==> config.mk <==
export PLATFORM = sky130hd
export DESIGN_NAME = lzc_share_arbiter_flat
export DESIGN_NICKNAME = d
export VERILOG_FILES = /design/src/rtl/lzc_share_arbiter_if.sv /design/src/rtl/lzc_share_arbiter.sv /design/src/flat_wrapper.sv
export SDC_FILE = /design/constraint.sdc
export NUM_CORES = 1
export LEC_CHECK = 0
export CELL_PAD_IN_SITES_DETAIL_PLACEMENT = 0
export CELL_PAD_IN_SITES_GLOBAL_PLACEMENT = 1
export CORE_MARGIN = 2
export CORE_UTILIZATION = 29
export CTS_CLUSTER_DIAMETER = 40
export DETAILED_ROUTE_END_ITERATION = 6
export PLACE_DENSITY = 0.81
export RECOVER_POWER = 100
export REMOVE_ABC_BUFFERS = 1
export SYNTH_ARGS = -nofsm -noshare
export SYNTH_HDL_FRONTEND = slang
export SYNTH_HIERARCHICAL = 1
export SYNTH_SLANG_ARGS = --single-unit
==> constraint.sdc <==
create_clock -name clock -period 2.9 [get_ports clock]
set_input_delay 0.58 -clock clock [delete_from_list [all_inputs] [get_ports clock]]
set_output_delay 0.58 -clock clock [all_outputs]
set_load 0.01 [all_outputs]
==> src/rtl/lzc_share_arbiter_if.sv <==
// Request/response bundle between the requesters, the result consumer and the shared LZC arbiter.
// Requester i owns req_data[32*i+31:32*i]; the master side drives requests and resp_ready.
interface lzc_share_arbiter_if #(
    parameter int NREQ = 3,
    parameter int ID_W = 2
);
    logic [NREQ-1:0]    req_valid;
    logic [NREQ*32-1:0] req_data;
    logic [NREQ-1:0]    req_ready;
    logic               resp_valid;
    logic               resp_ready;
    logic [ID_W-1:0]    resp_id;
    logic [4:0]         resp_index;
    logic [5:0]         resp_lzc;
    logic               resp_zero;

    modport master (
        output req_valid,
        output req_data,
        output resp_ready,
        input  req_ready,
        input  resp_valid,
        input  resp_id,
        input  resp_index,
        input  resp_lzc,
        input  resp_zero
    );

    modport slave (
        input  req_valid,
        input  req_data,
        input  resp_ready,
        output req_ready,
        output resp_valid,
        output resp_id,
        output resp_index,
        output resp_lzc,
        output resp_zero
    );
endinterface

==> src/rtl/lzc_share_arbiter.sv <==
// Round-robin sharing of one 32-bit priority encoder between NREQ requesters,
// with a capture stage and a registered result stage (MSB index, LZC, zero flag, requester ID).

module PriorityEncoder32 (
    input  logic [31:0] data_i,
    output logic [4:0]  index_o
);
    // Later (higher) set bits overwrite earlier ones, leaving the MSB position; zero input gives 0.
    always_comb begin
        index_o = 5'd0;
        for (int i = 0; i < 32; i++) begin
            if (data_i[i]) begin
                index_o = 5'(i);
            end
        end
    end
endmodule

module lzc_share_arbiter #(
    parameter int NREQ = 3,
    parameter int ID_W = 2
) (
    input  logic                 clock,
    input  logic                 reset,
    lzc_share_arbiter_if.slave   arbBus
);
    logic               s1Valid_q, s1Valid_d;
    logic [31:0]        s1Data_q,  s1Data_d;
    logic [ID_W-1:0]    s1Id_q,    s1Id_d;
    logic               s2Valid_q, s2Valid_d;
    logic [ID_W-1:0]    s2Id_q,    s2Id_d;
    logic [4:0]         s2Index_q, s2Index_d;
    logic [5:0]         s2Lzc_q,   s2Lzc_d;
    logic               s2Zero_q,  s2Zero_d;
    logic [ID_W-1:0]    rrPtr_q,   rrPtr_d;

    logic               s2Load;
    logic               s1Free;
    logic               grantFound;
    logic [ID_W-1:0]    grantIdx;
    logic [31:0]        grantData;
    logic               canAccept;
    logic [NREQ-1:0]    reqReady;
    logic [4:0]         encIndex;
    logic               encZero;

    function automatic logic [ID_W-1:0] wrapIdx(input logic [ID_W-1:0] base, input int offset);
        int unsigned sum;
        sum = int'(base) + offset;
        if (sum >= NREQ) begin
            sum = sum - NREQ;
        end
        return ID_W'(sum);
    endfunction

    PriorityEncoder32 u_encoder (
        .data_i  (s1Data_q),
        .index_o (encIndex)
    );

    assign encZero   = (s1Data_q == 32'd0);
    assign s2Load    = s1Valid_q & (~s2Valid_q | arbBus.resp_ready);
    assign s1Free    = ~s1Valid_q | s2Load;
    assign canAccept = grantFound & s1Free & ~reset;

    // Scan from rrPtr upward with wraparound; first valid requester wins.
    always_comb begin
        grantFound = 1'b0;
        grantIdx   = '0;
        for (int k = 0; k < NREQ; k++) begin
            if (!grantFound && arbBus.req_valid[wrapIdx(rrPtr_q, k)]) begin
                grantFound = 1'b1;
                grantIdx   = wrapIdx(rrPtr_q, k);
            end
        end
    end

    always_comb begin
        grantData = 32'd0;
        reqReady  = '0;
        for (int i = 0; i < NREQ; i++) begin
            if (grantIdx == ID_W'(i)) begin
                grantData   = arbBus.req_data[32*i +: 32];
                reqReady[i] = canAccept;
            end
        end
    end

    always_comb begin
        s1Valid_d = s1Valid_q;
        s1Data_d  = s1Data_q;
        s1Id_d    = s1Id_q;
        rrPtr_d   = rrPtr_q;
        s2Valid_d = s2Valid_q;
        s2Id_d    = s2Id_q;
        s2Index_d = s2Index_q;
        s2Lzc_d   = s2Lzc_q;
        s2Zero_d  = s2Zero_q;

        // Result fields hold after a handshake; only the valid bit drops.
        if (s2Load) begin
            s2Valid_d = 1'b1;
            s2Id_d    = s1Id_q;
            s2Index_d = encIndex;
            s2Zero_d  = encZero;
            s2Lzc_d   = encZero ? 6'd32 : (6'd31 - {1'b0, encIndex});
        end else if (s2Valid_q && arbBus.resp_ready) begin
            s2Valid_d = 1'b0;
        end

        if (canAccept) begin
            s1Valid_d = 1'b1;
            s1Data_d  = grantData;
            s1Id_d    = grantIdx;
            rrPtr_d   = wrapIdx(grantIdx, 1);
        end else if (s2Load) begin
            s1Valid_d = 1'b0;
        end
    end

    always_ff @(posedge clock) begin
        if (reset) begin
            s1Valid_q <= 1'b0;
            s1Data_q  <= 32'd0;
            s1Id_q    <= '0;
            rrPtr_q   <= '0;
            s2Valid_q <= 1'b0;
            s2Id_q    <= '0;
            s2Index_q <= 5'd0;
            s2Lzc_q   <= 6'd0;
            s2Zero_q  <= 1'b0;
        end else begin
            s1Valid_q <= s1Valid_d;
            s1Data_q  <= s1Data_d;
            s1Id_q    <= s1Id_d;
            rrPtr_q   <= rrPtr_d;
            s2Valid_q <= s2Valid_d;
            s2Id_q    <= s2Id_d;
            s2Index_q <= s2Index_d;
            s2Lzc_q   <= s2Lzc_d;
            s2Zero_q  <= s2Zero_d;
        end
    end

    assign arbBus.req_ready  = reqReady;
    assign arbBus.resp_valid = s2Valid_q;
    assign arbBus.resp_id    = s2Id_q;
    assign arbBus.resp_index = s2Index_q;
    assign arbBus.resp_lzc   = s2Lzc_q;
    assign arbBus.resp_zero  = s2Zero_q;
endmodule
==> src/flat_wrapper.sv <==
// flat-port wrapper written by rule: the top's interface ports become plain ports
module lzc_share_arbiter_flat 
#(
    parameter int NREQ = 3,
    parameter int ID_W = 2
)
  (clock, reset, arbBus_req_valid, arbBus_req_data, arbBus_resp_ready, arbBus_req_ready, arbBus_resp_valid, arbBus_resp_id, arbBus_resp_index, arbBus_resp_lzc, arbBus_resp_zero);
  lzc_share_arbiter_if #(.NREQ(NREQ), .ID_W(ID_W)) arbBus_i ();
  input  logic clock;
  input  logic reset;
  input wire logic [$bits(arbBus_i.req_valid)-1:0] arbBus_req_valid;
  input wire logic [$bits(arbBus_i.req_data)-1:0] arbBus_req_data;
  input wire logic [$bits(arbBus_i.resp_ready)-1:0] arbBus_resp_ready;
  output wire logic [$bits(arbBus_i.req_ready)-1:0] arbBus_req_ready;
  output wire logic [$bits(arbBus_i.resp_valid)-1:0] arbBus_resp_valid;
  output wire logic [$bits(arbBus_i.resp_id)-1:0] arbBus_resp_id;
  output wire logic [$bits(arbBus_i.resp_index)-1:0] arbBus_resp_index;
  output wire logic [$bits(arbBus_i.resp_lzc)-1:0] arbBus_resp_lzc;
  output wire logic [$bits(arbBus_i.resp_zero)-1:0] arbBus_resp_zero;
  assign arbBus_i.req_valid = arbBus_req_valid;
  assign arbBus_i.req_data = arbBus_req_data;
  assign arbBus_i.resp_ready = arbBus_resp_ready;
  assign arbBus_req_ready = arbBus_i.req_ready;
  assign arbBus_resp_valid = arbBus_i.resp_valid;
  assign arbBus_resp_id = arbBus_i.resp_id;
  assign arbBus_resp_index = arbBus_i.resp_index;
  assign arbBus_resp_lzc = arbBus_i.resp_lzc;
  assign arbBus_resp_zero = arbBus_i.resp_zero;
  lzc_share_arbiter #(.NREQ(NREQ), .ID_W(ID_W)) u_core (.clock(clock), .reset(reset), .arbBus(arbBus_i));
endmodule
==> results.json, run 1 <==
{
  "port_buffers": 119,
  "fin_nets": 605,
  "grt_overflow": 0,
  "pwr-share-clk": 0.094,
  "grt_pass1_vias": 3142,
  "cp.arrival_ns": 2.28,
  "placed_area_um2": 4600,
  "cp_slowest_cell": "clkdlybuf4s50_1",
  "yosys_warnings": 6,
  "antenna_found_initial": 0,
  "hold_violations": 0,
  "layout_common_cells": "98 x clkdlybuf4s50_1, 49 x dfxtp_1, 35 x o21ai_0, 32 x a221o_1, 31 x nor2_1",
  "final_max_slew_viol_count": 0,
  "grt_usage": 0.154,
  "crit_cells": 10,
  "power_frac_comb": 0.626,
  "synth-edff-count": 0,
  "finalNonFillerCells": 636,
  "fp.dieArea_um2": 11900,
  "sw_frac_of_total": 0.443,
  "clk_pin_slew_ns": 0.08,
  "cts_root_buf": "clkbuf_8",
  "rsz0062_at_grt": "yes",
  "required_ns": 2.32,
  "cts_tree": "yes",
  "drt_pass1_iterations": 4,
  "synthArstFlopShare": 0,
  "cp-end-kind": "output port",
  "die_w_um": 109,
  "clk_latency_ns": 0.30,
  "ys_types": 48,
  "crit_path_max_fanout": 2,
  "worst_slew_margin_rel": 0.514,
  "drv_cap": 0,
  "synth_top_area_frac": 0.318,
  "tightest_slew_ns": 0.729,
  "fmaxAchievable_mhz": 349,
  "core_area_um2": 10800,
  "cts.path.max_buffers": 2,
  "whs_path_depth": 2,
  "start_util": 0.297,
  "p_seq_frac": 0.280,
  "layout-drive-gt1-share": 0.210,
  "critPathMaxStageDelay_ns": 0.41,
  "grt_max_degree": 46,
  "avgSynthCellArea_um2": 8.53,
  "antenna_cells": 0,
  "dpl.hpwl_um": 6860,
  "wl_um": 9110,
  "run_status": "complete, no violations",
  "drt_iter0_markers": 145,
  "crit_chain": "clkdlybuf4s50_1 > mux2_2 > o221ai_1 > o211a_1 > inv_1 > buf_4 > ha_1 > inv_2 > nor2_1 > buf_2",
  "routedWlPerCell_um": 14.3,
  "crit_buf_inv": 5,
  "cts_buffers": 5,
  "viasPerCell": 5.12,
  "p_int_uw": 2430,
  "ant_nets": 0,
  "ys_ff_latch": 51,
  "dp.cells": 628,
  "power.density_nw_per_um2": 923,
  "period_share": 0.987,
  "io_pins": 120,
  "hold_buffers": 0,
  "yosysTopAreaCell": "dfxtp_1",
  "cp_top_family": "buffers and inverters",
  "start_kind": "input pin",
  "clock-sinks": 51,
  "power.switching_uw": 1930,
  "vias": 3258,
  "p_leak_uw": 0.00174,
  "synth_area_um2": 3210,
  "hold_path.class": "flop to flop",
  "syn_inst": 376,
  "design_area_um2": 4720,
  "die_h_um": 109,
  "h-tree-depth": 2,
  "ys_seq_area_frac": 0.318,
  "mostFrequentLayoutCell": "clkdlybuf4s50_1",
  "grt_pass1_wl_um": 14900,
  "rows": 38,
  "drc_errors": 0,
  "syn_to_final_growth_pct": 47.2,
  "reg2reg_depth": 14,
  "num-fill-cells": 1083,
  "ir_drop_v": 0.000303,
  "gp_congestion": 0.874,
  "synth-main-ff-cell": "dfxtp_1",
  "period_minus_slack_ns": 2.86,
  "crit_type": "input pin to output port",
  "synth_area_leaders": "dfxtp_1 32%, a221o_1 10%, o21ai_2 7.6%, nand3_2 7.5%, o21ai_0 5.6%",
  "clock_skew_ns": 0.00333,
  "setup_viol": 0
}
per-stage QoR:
| stage | util | hold WS [ns] | TNS, ns | worst slack (ns) | power [uW] |
|---|---|---|---|---|---|
| 6_report | 0.437 | 0.457 | 0 | 0.0383 | 4360 |
| 5_1_grt | 0.437 | 0.480 | -0.275 | -0.0503 | 4750 |
| 3_5_place_dp | 0.427 | 0.451 | -13.15 | -0.469 | 3950 |
| 4_1_cts | 0.438 | 0.463 | 0 | 0.0120 | 4420 |
| 2_1_floorplan | - | 0.426 | -34.36 | -1.36 | 2940 |
| 3_3_place_gp | 0.427 | 0.446 | -9.85 | -0.399 | 3890 |
state kept, by name, summed over array words and instances (netlist names):
register and count:
u_core/arbBus.resp_id 2, u_core/s1Data_q 32, u_core/rrPtr_q 2, u_core/s1Id_q 2
u_core/arbBus.resp_index 5, u_core/arbBus.resp_valid 1, u_core/arbBus.resp_lzc 6, u_core/s1Valid_q 1
cells in the mapped netlist (3+ instances only):
cell / number
buf_2: 8
o21ai_2: 28
a21oi_1: 13
a221o_1: 32
nor2b_1: 5
nor3_1: 5
buf_6: 5
nand3_2: 24
nor4_1: 12
ha_1: 7
dfxtp_1: 51
a22oi_1: 5
nand3_1: 11
buf_4: 3
clkbuf_1: 14
nand2_1: 20
nand2b_1: 6
o21ai_0: 36
o21ai_1: 7
nor2_1: 33
inv_1: 13
worst reg2reg max path: stages (launching register included):
cell     delay (ns)
dfxtp_2        0.32
inv_1          0.11
ha_4           0.23
nor2b_1        0.13
o21ai_1        0.21
nand2_1        0.09
a31oi_2        0.20
buf_4          0.16
ha_4           0.13
buf_6          0.25
nor2_2         0.10
buf_6          0.19
a221o_1        0.31
o21ai_0        0.15
o21ai_2        0.08
metal layers:
layer	vias to the layer above	track usage	wire length, um
met5	-	0	0
met3	6	0.0329	648
met2	101	0.264	4350
met4	0	0.0190	46
met1	1485	0.203	4060
li1	1666	-	-
path summary, 6_finish.rpt:
kind / startpoint / end / slack (ns)
setup reg to reg: u_core/rrPtr_q[0]$_SDFFE_PP0P_ / u_core/s1Data_q[19]$_SDFFE_PP0P_ / 0.10
hold / removal: u_core/arbBus.resp_id[0]$_SDFFE_PP0P_ / u_core/arbBus.resp_id[0]$_SDFFE_PP0P_ / 0.46
setup / recovery: arbBus_req_valid[2] / arbBus_req_ready[0] / 0.04
hold reg to reg: u_core/arbBus.resp_id[0]$_SDFFE_PP0P_ / u_core/arbBus.resp_id[0]$_SDFFE_PP0P_ / 0.46
area by class of cell:
| type | instances | area [um2] | share of cell area |
|---|---|---|---|
| Multi-Input combinational cell | 281 | 2010 | 0.427 |
| Clock buffer | 6 | 82.6 | 0.0175 |
| Timing Repair Buffer | 143 | 1370 | 0.290 |
| Inverter | 14 | 52.6 | 0.0111 |
| Tap cell | 140 | 175 | 0.0371 |
| Sequential cell | 51 | 1020 | 0.217 |
| Clock inverter | 1 | 5.00 | 0.00106 |
power by group through the flow:
stage | registers, uW | clock network [uW] | logic, uW
2_1_floorplan | 1190 | 0 | 1750
3_3_place_gp | 1220 | 0 | 2670
3_5_place_dp | 1230 | 0 | 2720
4_1_cts | 1220 | 419 | 2780
5_1_grt | 1260 | 451 | 3030
6_report | 1220 | 408 | 2730
cell families (layout without fill, tap and decap cells):
logic type / Yosys count / in the layout / share of synthesized area
DFF: 51 / 51 / 0.318
AOI/OAI and AO/OA: 143 / 143 / 0.341
buffers and inverters: 44 / 164 / 0.0698
muxes: 3 / 3 / 0.00975
and+or+nand+nor: 128 / 128 / 0.234
adders and majority gates: 7 / 7 / 0.0273
timing repair:
item / 4_1_cts / 5_1_grt
gates resized for setup: 18 / 12
setup buffers: 1 / 0
hold endpoints to repair: 0 / 0
pin swaps: 1 / 3
setup endpoints to repair: 35 / 35
Power figures use the tool's default switching activity.
==> inputs of run 2 (changes only) <==
Settings changed: ABC_CLOCK_PERIOD_IN_PS set to 3100, CORE_UTILIZATION 29 to 32, PLACE_DENSITY 0.81 to 0.84.
Clock period 2.9 ns to 3.1 ns, I/O delays scaled along.
==> results.json, run 2 (synthesis gave the netlist of run 1 again) <==
{
  "run_status": "complete, no violations",
  "post-place-ws_ns": -0.219,
  "setup_slack_ns": 0.157,
  "grt_usage": 0.165,
  "tightest_slew_ns": 0.786,
  "hold_path_end": "u_core/arbBus.resp_id[1]$_SDFFE_PP0P_",
  "num-fill-cells": 1002,
  "grt_max_degree": 44,
  "drv_cap": 0,
  "rows": 36,
  "ant_nets": 0,
  "hp-start": "u_core/arbBus.resp_id[1]$_SDFFE_PP0P_",
  "clock-sinks": 51,
  "layout-drive-gt1-share": 0.198,
  "final_max_slew_viol_count": 0,
  "setup_viol": 0,
  "start_util": 0.328,
  "core_area_um2": 9770,
  "required_ns": 2.48,
  "layout_common_cells": "99 x clkdlybuf4s50_1, 50 x dfxtp_1, 39 x o21ai_0, 32 x a221o_1, 30 x nor2_1",
  "total_power_uw": 4200,
  "drt_iter0_markers": 147,
  "power.density_nw_per_um2": 884,
  "r2r_slack_ns": 0.19,
  "reg2reg_depth": 13,
  "cts_tree": "yes",
  "regArea_um2": 1020,
  "fin_nets": 604,
  "routedWlPerCell_um": 14.3,
  "whs_path_depth": 2,
  "gp_congestion": 0.826,
  "clk_latency_ns": 0.31,
  "p_leak_uw": 0.00177,
  "start_kind": "input pin",
  "period_share": 0.949,
  "r2r_end": "u_core/s1Data_q[14]$_SDFFE_PP0P_",
  "die_h_um": 104,
  "design_area_um2": 4750,
  "drt_pass1_iterations": 4,
  "mostFrequentLayoutCell": "clkdlybuf4s50_1",
  "crit_path_max_fanout": 3,
  "grt_pass1_wl_um": 15000,
  "hold_buffers": 0,
  "dpl.hpwl_um": 6810,
  "syn_to_final_growth_pct": 48.1,
  "antenna_found_initial": 0,
  "fmaxAchievable_mhz": 340,
  "top_register": "u_core/s1Data_q",
  "cp_slowest_cell": "clkdlybuf4s50_1",
  "vias": 3283,
  "cp-end-kind": "output port",
  "multi_input_area_um2": 2000,
  "drc_errors": 0,
  "h-tree-depth": 2,
  "port_buffers": 119,
  "grt_pass1_vias": 3202,
  "period_minus_slack_ns": 2.94,
  "cp.arrival_ns": 2.32,
  "antenna_cells": 0,
  "viasPerCell": 5.22,
  "hold_violations": 0,
  "grt_overflow": 0,
  "rsz0062_at_grt": "no",
  "crit_chain": "clkdlybuf4s50_1 > buf_4 > mux2i_1 > nand2_1 > nor2_2 > a31oi_4 > clkbuf_4 > ha_1 > inv_1 > nor2_1 > dlymetal6s2s_1",
  "timing.rr.start": "u_core/rrPtr_q[0]$_SDFFE_PP0P_",
  "largest_register_ffs": 32,
  "worst_slew_margin_rel": 0.476,
  "cts.path.max_buffers": 2,
  "placed_area_um2": 4590,
  "hold_path.class": "flop to flop",
  "die_w_um": 104,
  "io_pins": 120,
  "cts_buffers": 5,
  "critPathMaxStageDelay_ns": 0.43,
  "clock_skew_ns": 0.00701,
  "crit_type": "input pin to output port",
  "fp.dieArea_um2": 10800,
  "ir_drop_v": 0.000325,
  "clk_pin_slew_ns": 0.09,
  "cts_root_buf": "clkbuf_8",
  "wl_um": 8990
}
-- run 2: through the flow --
stage                util  instances  setup TNS, ns  hold WS, ns
global placement    0.469        620          -1.64        0.447
global route        0.486        629              0        0.484
CTS                 0.485        628         -0.123        0.461
detailed placement  0.469        620          -3.98        0.448
finish              0.486        629              0        0.453
floorplan               -        346         -26.68        0.426
-- run 2: power by group --
part           internal [uW]  switching (uW)
logic                   1190            1320
registers                886             250
clock network            322             227
total                   2400            1800
-- run 2: layout make-up --
cell class | count | share of cell area
multi-input combinational | 281 | 0.421
inverter | 14 | 0.0111
timing repair buffer | 142 | 0.289
clock buffer | 5 | 0.0145
sequential | 51 | 0.215
tap | 133 | 0.0350
clock inverter | 3 | 0.0142
-- run 2: worst max path at each step --
stage,start,end,slack (ns),cells after the start
floorplan,u_core/rrPtr_q[0]$_SDFFE_PP0P_,arbBus_req_ready[1],-1.20,5
global placement,arbBus_req_valid[1],arbBus_req_ready[0],-0.17,10
detailed placement,arbBus_req_valid[1],arbBus_req_ready[1],-0.22,9
CTS,arbBus_req_valid[1],arbBus_req_ready[0],-0.12,11
global route,u_core/rrPtr_q[0]$_SDFFE_PP0P_,arbBus_req_ready[0],0.04,11
finish,arbBus_req_valid[1],arbBus_req_ready[0],0.16,11
-- run 2: critical path, delay by kind of cell --
family                   cells  cell delay (ns)
AO/OA/AOI/OAI                1             0.06
AND/OR/NAND/NOR              3             0.29
buffers and inverters        5             0.97
adder cells (fa/ha/maj)      1             0.17
multiplexers                 1             0.22
-- run 2: timing repair --
| action | 4_1_cts | 5_1_grt |
|---|---|---|
| pin swaps | 1 | 2 |
| buffers inserted | 0 | 1 |
| resized for setup | 9 | 9 |
| endpoints found under the setup margin | 3 | 3 |
| cloned | 0 | 0 |
-- run 2: metal layers --
layer	track usage	vias to the layer above	wire length (um)	share of wire
met2	0.283	95	4270	0.47
met3	0.0376	12	536	0.060
met5	0	-	0	0
met1	0.209	1513	4080	0.45
met4	0.0415	0	102	0.011
li1	-	1663	-	-
==> inputs of run 3 (changes only) <==
Settings changed: GPL_ROUTABILITY_DRIVEN set to 0.
==> results of run 3 <==
No change in the layout: final DEF, timing and power equal those of run 2.
